[src/rtl/alu_pkg.sv]
// Shared ALU opcode constants, sequencer state encoding and flag bit positions.
// Used by the ALU decoder and the sequential execute unit alike.
package alu_pkg;

    localparam logic [2:0] ALU_ADD = 3'b000;
    localparam logic [2:0] ALU_SUB = 3'b001;
    localparam logic [2:0] ALU_MUL = 3'b010;
    localparam logic [2:0] ALU_DIV = 3'b011;

    typedef enum logic [1:0] {
        ST_IDLE = 2'd0,
        ST_CALC = 2'd1,
        ST_DONE = 2'd2
    } alu_state_e;

    localparam int FLAG_N = 3;
    localparam int FLAG_Z = 2;
    localparam int FLAG_C = 1;
    localparam int FLAG_V = 0;

endpackage

[src/rtl/alu_seq_exec_if.sv]
// Request/response bundle between an issuing stage and alu_seq_exec.
// Master issues start/opcode/operands; slave returns status and registered results.
interface alu_seq_exec_if #(
    parameter int WIDTH = 16
);
    logic             start;
    logic [2:0]       ALUControl;
    logic [WIDTH-1:0] a;
    logic [WIDTH-1:0] b;
    logic             busy;
    logic             done;
    logic [WIDTH-1:0] result;
    logic [WIDTH-1:0] remainder;
    logic [3:0]       flags;
    logic             div_zero;

    modport master (
        output start, ALUControl, a, b,
        input  busy, done, result, remainder, flags, div_zero
    );

    modport slave (
        input  start, ALUControl, a, b,
        output busy, done, result, remainder, flags, div_zero
    );
endinterface

[src/rtl/alu_muldiv_iter.sv]
// Iterative unsigned multiply (shift-add) / restoring divide, one bit per step.
// Latency: WIDTH steps after load; last_o flags the final step; no backpressure.
module alu_muldiv_iter #(
    parameter int WIDTH = 16
) (
    input  logic             clk,
    input  logic             rst_n,
    input  logic             load_i,
    input  logic             step_i,
    input  logic             is_div_i,
    input  logic [WIDTH-1:0] a_i,
    input  logic [WIDTH-1:0] b_i,
    output logic [WIDTH-1:0] lo_o,
    output logic [WIDTH-1:0] hi_o,
    output logic             last_o
);
    localparam int CNT_W = $clog2(WIDTH) + 1;

    logic [CNT_W-1:0] cnt_q, cnt_d;
    logic [WIDTH-1:0] hi_q, hi_d;
    logic [WIDTH-1:0] lo_q, lo_d;
    logic [WIDTH-1:0] opnd_q, opnd_d;
    logic             is_div_q, is_div_d;

    logic [WIDTH:0]   mul_sum;
    logic [WIDTH+1:0] div_trial;

    // Mul: {hi,lo} shifts right with the partial sum entering at the top.
    // Div: {hi,lo} shifts left; hi is the partial remainder, lo collects quotient bits.
    assign mul_sum   = {1'b0, hi_q} + (lo_q[0] ? {1'b0, opnd_q} : {(WIDTH+1){1'b0}});
    assign div_trial = {1'b0, hi_q, lo_q[WIDTH-1]} - {2'b00, opnd_q};

    always_comb begin
        cnt_d    = cnt_q;
        hi_d     = hi_q;
        lo_d     = lo_q;
        opnd_d   = opnd_q;
        is_div_d = is_div_q;
        if (load_i) begin
            cnt_d    = '0;
            hi_d     = '0;
            lo_d     = is_div_i ? a_i : b_i;
            opnd_d   = is_div_i ? b_i : a_i;
            is_div_d = is_div_i;
        end else if (step_i) begin
            cnt_d = cnt_q + 1'b1;
            if (is_div_q) begin
                if (div_trial[WIDTH+1]) begin
                    hi_d = {hi_q[WIDTH-2:0], lo_q[WIDTH-1]};
                    lo_d = {lo_q[WIDTH-2:0], 1'b0};
                end else begin
                    hi_d = div_trial[WIDTH-1:0];
                    lo_d = {lo_q[WIDTH-2:0], 1'b1};
                end
            end else begin
                hi_d = mul_sum[WIDTH:1];
                lo_d = {mul_sum[0], lo_q[WIDTH-1:1]};
            end
        end
    end

    always_ff @(posedge clk or negedge rst_n) begin
        if (!rst_n) begin
            cnt_q    <= '0;
            hi_q     <= '0;
            lo_q     <= '0;
            opnd_q   <= '0;
            is_div_q <= 1'b0;
        end else begin
            cnt_q    <= cnt_d;
            hi_q     <= hi_d;
            lo_q     <= lo_d;
            opnd_q   <= opnd_d;
            is_div_q <= is_div_d;
        end
    end

    assign lo_o   = lo_q;
    assign hi_o   = hi_q;
    assign last_o = (cnt_q == CNT_W'(WIDTH - 1));

endmodule

[src/rtl/alu_seq_exec.sv]
// Sequential ALU: add/sub/NOP in one cycle, mul/div iterated over WIDTH cycles.
// Latency: done 1 cycle after accept (add/sub/NOP/div-by-zero), WIDTH+1 for mul/div.
// Backpressure: start is only accepted while idle; requests while busy are dropped.
module alu_seq_exec
    import alu_pkg::*;
#(
    parameter int WIDTH = 16
) (
    input  logic           clk,
    input  logic           rst_n,
    alu_seq_exec_if.slave  bus
);
    localparam int MSB = WIDTH - 1;

    alu_state_e       state_q, state_d;
    logic [2:0]       op_q, op_d;
    logic [WIDTH-1:0] a_q, a_d;
    logic [WIDTH-1:0] b_q, b_d;

    logic [WIDTH-1:0] result_q, result_d;
    logic [WIDTH-1:0] rem_q, rem_d;
    logic [3:0]       flags_q, flags_d;
    logic             div_zero_q, div_zero_d;
    logic             done_q;

    logic             accept, step, finish, last;
    logic [WIDTH-1:0] md_lo, md_hi;
    logic [WIDTH:0]   add_w, sub_w;
    logic             c_d, v_d;

    alu_muldiv_iter #(.WIDTH(WIDTH)) u_muldiv (
        .clk      (clk),
        .rst_n    (rst_n),
        .load_i   (accept),
        .step_i   (step),
        .is_div_i (bus.ALUControl == ALU_DIV),
        .a_i      (bus.a),
        .b_i      (bus.b),
        .lo_o     (md_lo),
        .hi_o     (md_hi),
        .last_o   (last)
    );

    always_comb begin
        state_d = state_q;
        accept  = 1'b0;
        step    = 1'b0;
        finish  = 1'b0;
        op_d    = op_q;
        a_d     = a_q;
        b_d     = b_q;
        case (state_q)
            ST_IDLE: begin
                if (bus.start) begin
                    accept = 1'b1;
                    op_d   = bus.ALUControl;
                    a_d    = bus.a;
                    b_d    = bus.b;
                    if (bus.ALUControl == ALU_MUL ||
                        (bus.ALUControl == ALU_DIV && bus.b != '0)) begin
                        state_d = ST_CALC;
                    end else begin
                        state_d = ST_DONE;
                    end
                end
            end
            ST_CALC: begin
                step = 1'b1;
                if (last) begin
                    state_d = ST_DONE;
                end
            end
            ST_DONE: begin
                finish  = 1'b1;
                state_d = ST_IDLE;
            end
            default: state_d = ST_IDLE;
        endcase
    end

    assign add_w = {1'b0, a_q} + {1'b0, b_q};
    assign sub_w = {1'b0, a_q} - {1'b0, b_q};

    always_comb begin
        result_d   = '0;
        rem_d      = '0;
        c_d        = 1'b0;
        v_d        = 1'b0;
        div_zero_d = 1'b0;
        case (op_q)
            ALU_ADD: begin
                result_d = add_w[MSB:0];
                c_d      = add_w[WIDTH];
                v_d      = (a_q[MSB] == b_q[MSB]) && (add_w[MSB] != a_q[MSB]);
            end
            ALU_SUB: begin
                result_d = sub_w[MSB:0];
                c_d      = ~sub_w[WIDTH];
                v_d      = (a_q[MSB] != b_q[MSB]) && (sub_w[MSB] != a_q[MSB]);
            end
            ALU_MUL: begin
                result_d = md_lo;
                c_d      = |md_hi;
            end
            ALU_DIV: begin
                if (b_q == '0) begin
                    result_d   = '1;
                    rem_d      = a_q;
                    div_zero_d = 1'b1;
                end else begin
                    result_d = md_lo;
                    rem_d    = md_hi;
                end
            end
            default: ;
        endcase
        flags_d         = '0;
        flags_d[FLAG_N] = result_d[MSB];
        flags_d[FLAG_Z] = (result_d == '0);
        flags_d[FLAG_C] = c_d;
        flags_d[FLAG_V] = v_d;
    end

    always_ff @(posedge clk or negedge rst_n) begin
        if (!rst_n) begin
            state_q    <= ST_IDLE;
            op_q       <= '0;
            a_q        <= '0;
            b_q        <= '0;
            result_q   <= '0;
            rem_q      <= '0;
            flags_q    <= '0;
            div_zero_q <= 1'b0;
            done_q     <= 1'b0;
        end else begin
            state_q <= state_d;
            op_q    <= op_d;
            a_q     <= a_d;
            b_q     <= b_d;
            done_q  <= finish;
            if (finish) begin
                result_q   <= result_d;
                rem_q      <= rem_d;
                flags_q    <= flags_d;
                div_zero_q <= div_zero_d;
            end
        end
    end

    assign bus.busy      = (state_q != ST_IDLE);
    assign bus.done      = done_q;
    assign bus.result    = result_q;
    assign bus.remainder = rem_q;
    assign bus.flags     = flags_q;
    assign bus.div_zero  = div_zero_q;

endmodule
[src/flat_wrapper.sv]
// flat-port wrapper written by rule: the top's interface ports become plain ports
module alu_seq_exec_flat import alu_pkg::*;
#(
    parameter int WIDTH = 16
)
  (clk, rst_n, bus_start, bus_ALUControl, bus_a, bus_b, bus_busy, bus_done, bus_result, bus_remainder, bus_flags, bus_div_zero);
  alu_seq_exec_if #(.WIDTH(WIDTH)) bus_i ();
  input  logic clk;
  input  logic rst_n;
  input wire logic [$bits(bus_i.start)-1:0] bus_start;
  input wire logic [$bits(bus_i.ALUControl)-1:0] bus_ALUControl;
  input wire logic [$bits(bus_i.a)-1:0] bus_a;
  input wire logic [$bits(bus_i.b)-1:0] bus_b;
  output wire logic [$bits(bus_i.busy)-1:0] bus_busy;
  output wire logic [$bits(bus_i.done)-1:0] bus_done;
  output wire logic [$bits(bus_i.result)-1:0] bus_result;
  output wire logic [$bits(bus_i.remainder)-1:0] bus_remainder;
  output wire logic [$bits(bus_i.flags)-1:0] bus_flags;
  output wire logic [$bits(bus_i.div_zero)-1:0] bus_div_zero;
  assign bus_i.start = bus_start;
  assign bus_i.ALUControl = bus_ALUControl;
  assign bus_i.a = bus_a;
  assign bus_i.b = bus_b;
  assign bus_busy = bus_i.busy;
  assign bus_done = bus_i.done;
  assign bus_result = bus_i.result;
  assign bus_remainder = bus_i.remainder;
  assign bus_flags = bus_i.flags;
  assign bus_div_zero = bus_i.div_zero;
  alu_seq_exec #(.WIDTH(WIDTH)) u_core (.clk(clk), .rst_n(rst_n), .bus(bus_i));
endmodule
[config.mk]
export PLATFORM = sky130hd
export DESIGN_NAME = alu_seq_exec_flat
export DESIGN_NICKNAME = d
export VERILOG_FILES = /design/src/rtl/alu_pkg.sv /design/src/rtl/alu_seq_exec_if.sv /design/src/rtl/alu_muldiv_iter.sv /design/src/rtl/alu_seq_exec.sv /design/src/flat_wrapper.sv
export SDC_FILE = /design/constraint.sdc
export NUM_CORES = 1
export LEC_CHECK = 0
export BUFFER_PORTS_ARGS = -buffer_cell sky130_fd_sc_hd__buf_2
export CAP_MARGIN = 20
export CORE_ASPECT_RATIO = 0.5
export CORE_MARGIN = 2
export CORE_UTILIZATION = 59
export DETAILED_ROUTE_END_ITERATION = 7
export PLACE_DENSITY = 0.79
export SETUP_SLACK_MARGIN = 0.5
export SLEW_MARGIN = 10
export SYNTH_ARGS = -nofsm -noshare
export SYNTH_HDL_FRONTEND = slang
export SYNTH_SLANG_ARGS = --single-unit
[constraint.sdc]
create_clock -name clk -period 3.55 [get_ports clk]
set_clock_uncertainty 0.15 [all_clocks]
set_input_delay 0.5325 -clock clk [delete_from_list [all_inputs] [get_ports clk]]
set_output_delay 0.5325 -clock clk [all_outputs]
set_load 0.02 [all_outputs]
* Word level (Yosys, flattened, before mapping) *
Index checks and enable logic that the tools add are counted.
W data, S select, Z words.

word-level totals
  flip-flop bits (word level) = 129
  bits in latches = 0
  memory bits (writable) = 0
  memory bits (read-only) = 0
  input bits = 38
  output and inout bits = 39
  word-level logic and storage cells = 77
  memories = 0

cells by class
  add/subtract/negate cells = 5
  multiply operators = 0
  divide/modulo/power cells = 0
  magnitude comparators = 0
  eq/ne operators = 14
  shifts and indexed selects = 0
  multiplexer cells = 29
  bitwise operators = 1
  reduce and logical (&&, ||, !) cells = 14

operator list
  operator               count
  $mux W16               13
  $pmux W16 S4           1
  $logic_not A16 Y1      2
  $sub A17 B16 Y18       1
  $add A16 B16 Y17       1
  $add A16 B17 Y17       1
  $sub A16 B16 Y17       1
  $reduce_bool A16 Y1    1
  $reduce_or A16 Y1      1
  $eq A3 B2 Y1 const B   4
  $mux W5                2
  $mux W1                7
  $mux W2                3
  $add A5 B1 Y5 const B  1
  $eq A5 B4 Y1 const B   1
  $pmux W2 S2            1
  $reduce_and A2 Y1      2
  $reduce_bool A2 Y1     2
  $eq A3 B1 Y1 const B   1
  $logic_and A1 B1 Y1    3
  $logic_not A3 Y1       1
  $ne A1 B1 Y1           3
  $pmux W1 S3            1
  $eq A2 B1 Y1 const B   1
  other kinds (8)        8

* Logic depth before layout (Yosys ltp) *
  depth after elaboration = 6
  gate-level depth with buffers = 13
  gate-level depth less buffers = 12

* By module *
A second synthesis with hierarchy kept.

unflattened totals
  cells, all modules = 1155
  area total of the unflattened synthesis = 9814.4 sq um

by module, submodules not included
  module           times used  cells each  area an instance (sq um)  seq. area each (sq um)
  alu_seq_exec     1           581         5051.1                    1851.8
  alu_muldiv_iter  1           574         4763.3                    1351.3

* Least setup slack after synthesis *
Ideal clock, no wire load.

  path kind = register to register
  start = register u_core.u_muldiv.lo_q[0], in the netlist u_core.u_muldiv.lo_o[0]
  end = register u_core.u_muldiv.hi_q[13], in the netlist u_core.u_muldiv.hi_o[13]
  library setup time = 0.139 ns
  arrival time = 2.869 ns
  data required time = 3.261 ns
  setup slack = 0.392 ns
  cell stages (with the launch flop) = 14
  path buffers = 1
  period minus slack after synthesis = 3.158 ns
  path through = dfrtp_1 > clkbuf_1 > and2_1 > ha_1 > fa_1 > a21o_1 > a21oi_1 > nor2_1 > o31a_1 > a221oi_1 > nor2_1 > o31ai_1 > xor2_1 > o221ai_1

between the ends
  cells in the longest elaborated chain, start to end = 5

ends and longest elaborated chain
  item                    line                   source
  start, declared         alu_muldiv_iter.sv:21  logic [WIDTH-1:0] lo_q, lo_d;
  start signal, assigned  alu_muldiv_iter.sv:72  lo_q <= lo_d;
  $mux W16                alu_muldiv_iter.sv:30  assign mul_sum = {1'b0, hi_q} + (lo_q[0] ? {1'b0, opnd_q} : {(WIDTH+1){1'b0}});
  $add A16 B17 Y17        alu_muldiv_iter.sv:30
  $mux W16                alu_muldiv_iter.sv:47  if (is_div_q) begin
  $mux W16                alu_muldiv_iter.sv:45  end else if (step_i) begin
  $mux W16                alu_muldiv_iter.sv:39  if (load_i) begin
  end signal, assigned    alu_muldiv_iter.sv:71  hi_q <= hi_d;
  end, declared           alu_muldiv_iter.sv:20  logic [WIDTH-1:0] hi_q, hi_d;

Every way passes these cells. The select of a mux whose other input is x is not followed.
A chain may end at the register's enable or synchronous reset.

* Final worst setup path *
  start = register u_core.a_q[0]
  end = register u_core.flags_q[2], in the netlist u_core.bus.flags[2]

between the ends
  cells in the longest elaborated chain, start to end = 3
  elaborated cells between the ends (all ways) = 4
  classes of those cells = 2 x add/sub; 1 x mux; 1 x reduce/logical

ends and longest elaborated chain
  item                                                         line                                    source
  start, declared                                              alu_seq_exec.sv:17                      logic [WIDTH-1:0] a_q, a_d;
  start signal, assigned                                       alu_seq_exec.sv:128                     a_q <= '0;
  start signal, assigned                                       alu_seq_exec.sv:138                     a_q <= a_d;
  $sub A16 B16 Y17 / $add A16 B16 Y17 (equally long branches)  alu_seq_exec.sv:82, alu_seq_exec.sv:81
  $pmux W16 S4 (*)                                             alu_seq_exec.sv:90                      case (op_q)
  $logic_not A16 Y1 (*)                                        alu_seq_exec.sv:119                     flags_d[FLAG_Z] = (result_d == '0);
  end signal, assigned                                         alu_seq_exec.sv:144                     flags_q <= flags_d;
  end, declared                                                alu_seq_exec.sv:22                      logic [3:0] flags_q, flags_d;

Mark *: on every way between the ends. The rest lies on a longest branch, timed or not.

==> flow_summary.toml <==
[status]
run_status = "finished with violations"
failed_checks = "negative hold slack"

[power]
ir_drop_mv = 0.557
finalPower_mw = 13.1
cell_internal_pwr_mw = 6.75
p_comb_frac = 0.648
p_per_area_nw_per_um2 = 1160
total_switching_power_mw = 6.37
sw_frac_of_total = 0.485
power.share.sequential = 0.217
power.leakage_nw = 5.47
pwr-share-clk = 0.135

[synthesis]
mappedNetlistArea_um2 = 9540
netlist.area_leader.share = 0.336
synth_edf_count = 0
post_synth_inst_count = 1134
ys_top_cells_by_area = "sky130_fd_sc_hd__dfrtp_1 (34%), sky130_fd_sc_hd__ha_1 (8.8%), sky130_fd_sc_hd__mux2i_1 (7.5%), sky130_fd_sc_hd__nand2_1 (6.7%), sky130_fd_sc_hd__o21ai_0 (6.1%)"
postSynth.asyncResetShare = 1.00
synth_fp_nets = 1243
avgSynthCellArea_um2 = 8.41
synth-warning-count = 0
synth-main-ff-cell = "sky130_fd_sc_hd__dfrtp_1"
postSynthRegisterBits = 128
synth_sequential_area_ratio = 0.336
synth.largest_area_cell = "sky130_fd_sc_hd__dfrtp_1"
synth_cell_type_count = 71

[placement]
placement.io_buffers = 76
place_hpwl_um = 20500
placedInstanceArea_um2 = 10200
gpl.final_weighted_congestion = 0.964

[worst_setup_path]
cp_max_fo = 3
critical_path_end_type = "flop"
required_time_of_the_worst_setup_path_ns = 3.73
path_cells = "buf_4 -> ha_4 -> inv_1 -> fa_2 -> or2_4 -> a211o_1 -> a31oi_2 -> a221o_1 -> a22oi_1 -> xor2_1 -> a221oi_2 -> nand4_1 -> o41ai_2"
reg2reg_from = "u_core.a_q[0]"
cp_slowest_stage_delay_ns = 0.35
r2r_setup_slack_ns = 0.38
depth_of_the_worst_register_to_register_path = 13
timing.rr.end = "u_core.bus.flags[2]"
cp_slowest_cell = "sky130_fd_sc_hd__dfrtp_1"
worst-endpoint-arrival_ns = 3.35
cp-start-kind = "flop"
timing.setup.critical_path_class = "reg -> reg"

[timing]
timing.final.setup_violations = 0
count_of_pins_over_their_slew_limit = 0
hold_ws_ns = -0.00185
max_slew_margin = 0.340
max_slew.worst_pin.slew_ns = 0.990
layout_worst_path_cycle_share = 0.893
fin_tns_setup_ns = 0
grt_setup_unrepaired = "true"
timing.final.hold_violations = 2
final_period_minus_worst_setup_slack_ns = 3.17
timing.fmax_ghz = 0.315

[cells_and_area]
drive_above_1_share = 0.206
final_area_um2 = 11300
fillerInstances = 1158
most-common-layout-cells = "sky130_fd_sc_hd__nand2_1 (167), sky130_fd_sc_hd__dfrtp_1 (122), sky130_fd_sc_hd__o21ai_0 (110)"
antenna_cells_inserted = 0
final_nets = 1328
commonest_non_fill_non_tap_cell_in_the_layout = "sky130_fd_sc_hd__nand2_1"
postLayoutCoreUtil = 0.724
syn_to_final_growth_pct = 18.5

[clock_tree]
cts_made_buffers = 17
clock_input_transition_at_the_sequential_cells_of_the_worst_setup_and_hold_paths_ns = 0.07
cts-root-to-sink-buffers = 2
clock_sinks = 128
clk_latency_ns = 0.43
ctsHtreeMaxLevel = 4
clock-root-buffer = "sky130_fd_sc_hd__clkbuf_16"
tritoncts_clock_tree = "yes"
ctsHoldBuffers = 0

[grt]
grt_antenna_before_repair = 1
grt_start_max_net_pins = 58
grt_pass1_vias = 8435
grt_pass1_wl_um = 44900
grt-ovfl-total = 0
global_route.usage.total = 0.337

[floorplanning]
fp-row-count = 32
ioPinCount = 77
die_area_um2 = 17300
initial_core_util = 0.611
die_w_um = 184
floorplan.core_area_um2 = 15600
die-height_um = 93.9

[routing]
detail_route.first_pass.iterations = 5
drt_iter0_markers = 1347
ant_nets = 0
wirelength_um = 29400
routedWlPerCell_um = 20.5
avgViaCountPerCell = 6.46
detailroute.via_count = 9273
post-route-drc-count = 0

[hold_path]
worstHoldPathType = "in -> async"

[flow_run]
max_cap_viols = 0
==> per-stage QoR <==
stage / std cells / hold WS, ns / setup WS [ns]
after global placement: 1373 / 0.307 / 0.244
after global routing: 1436 / 0.0629 / 0.176
after detailed placement: 1373 / 0.314 / 0.120
after CTS: 1418 / 0.0335 / 0.432
after floorplan: 1134 / 0.0869 / 0.500
final: 1436 / -0.00185 / 0.380
==> power groups by stage <==
stage          combinational (mW)  sequential, mW  clock [mW]
6_report                     8.50            2.85        1.77
5_1_grt                      9.19            2.90        1.83
2_1_floorplan                5.45            2.63           0
4_1_cts                      7.70            2.78        1.77
3_3_place_gp                 6.98            2.77           0
3_5_place_dp                 7.15            2.80           0
==> logic make-up (layout without fill, tap and decap cells) <==
group | count (synthesis) | after routing | synth area share
DFF | 128 | 128 | 0.336
muxes | 81 | 81 | 0.0867
adders and majority gates | 71 | 71 | 0.0963
AOI/OAI and AO/OA | 319 | 319 | 0.214
and+or+nand+nor | 383 | 383 | 0.188
xor gates and xnor gates | 33 | 33 | 0.0303
buffers and inverters | 119 | 217 | 0.0484
==> Yosys cell counts, types with 17 or more instances <==
library cell and count:
sky130_fd_sc_hd__mux2i_1 71, sky130_fd_sc_hd__clkbuf_1 48, sky130_fd_sc_hd__xnor2_1 17, sky130_fd_sc_hd__o211ai_1 27
sky130_fd_sc_hd__o21ai_0 116, sky130_fd_sc_hd__ha_1 67, sky130_fd_sc_hd__nor3_1 23, sky130_fd_sc_hd__inv_1 54
sky130_fd_sc_hd__nor2_1 66, sky130_fd_sc_hd__nand2_1 169, sky130_fd_sc_hd__nand3_1 18, sky130_fd_sc_hd__dfrtp_1 128
sky130_fd_sc_hd__a21oi_1 57, sky130_fd_sc_hd__and2_1 20
==> worst max path at each step <==
stage / startpoint / to / slack, ns
final: u_core.a_q[0] / u_core.bus.flags[2] / 0.38
after global routing: u_core.a_q[0] / u_core.bus.flags[2] / 0.18
after CTS: u_core.a_q[0] / u_core.bus.flags[2] / 0.43
after detailed placement: u_core.b_q[0] / u_core.bus.flags[2] / 0.12
after global placement: u_core.b_q[0] / u_core.bus.flags[2] / 0.24
after floorplan: u_core.u_muldiv.lo_o[0] / u_core.u_muldiv.hi_o[13] / 0.50
==> layout make-up <==
type / count / area, µm² / share of cell area
clock buffers: 18 / 429 / 0.0380
clock inverters: 14 / 158 / 0.0139
inverters: 54 / 203 / 0.0179
multi-input cells: 887 / 6220 / 0.550
flip-flops and latches: 128 / 3210 / 0.284
well taps: 204 / 255 / 0.0226
repair buffers: 131 / 826 / 0.0731
==> metal layers <==
metal	global-route usage	wire, µm	vias to the layer above
li1	-	-	4244
met3	0.0729	3080	90
met5	0	13	-
met4	0.131	863	2
met1	0.475	12600	4422
met2	0.508	12900	515
==> registers in the layout, indices dropped and copies added (netlist names), 5 cells and up <==
signal / count
u_core.bus.remainder: 16
u_core.u_muldiv.lo_o: 16
u_core.u_muldiv.opnd_q: 16
u_core.bus.result: 16
u_core.u_muldiv.cnt_q: 5
u_core.a_q: 16
u_core.u_muldiv.hi_o: 16
u_core.b_q: 16
==> critical path: cells and delay by family (launching register included) <==
| family | cells | cell delay (ns) |
|---|---|---|
| AO/OA/AOI/OAI | 6 | 1.34 |
| XOR/XNOR | 1 | 0.17 |
| adder cells (fa/ha/maj) | 2 | 0.47 |
| buffers and inverters | 2 | 0.17 |
| flip-flops | 1 | 0.35 |
| AND/OR/NAND/NOR | 2 | 0.41 |
==> timing repair <==
item	CTS	global route
pin swaps	18	27
buffers inserted	12	17
gates cloned	1	1
setup endpoints to repair	19	21
gates resized for setup	34	42
Power figures use the tool's default switching activity.
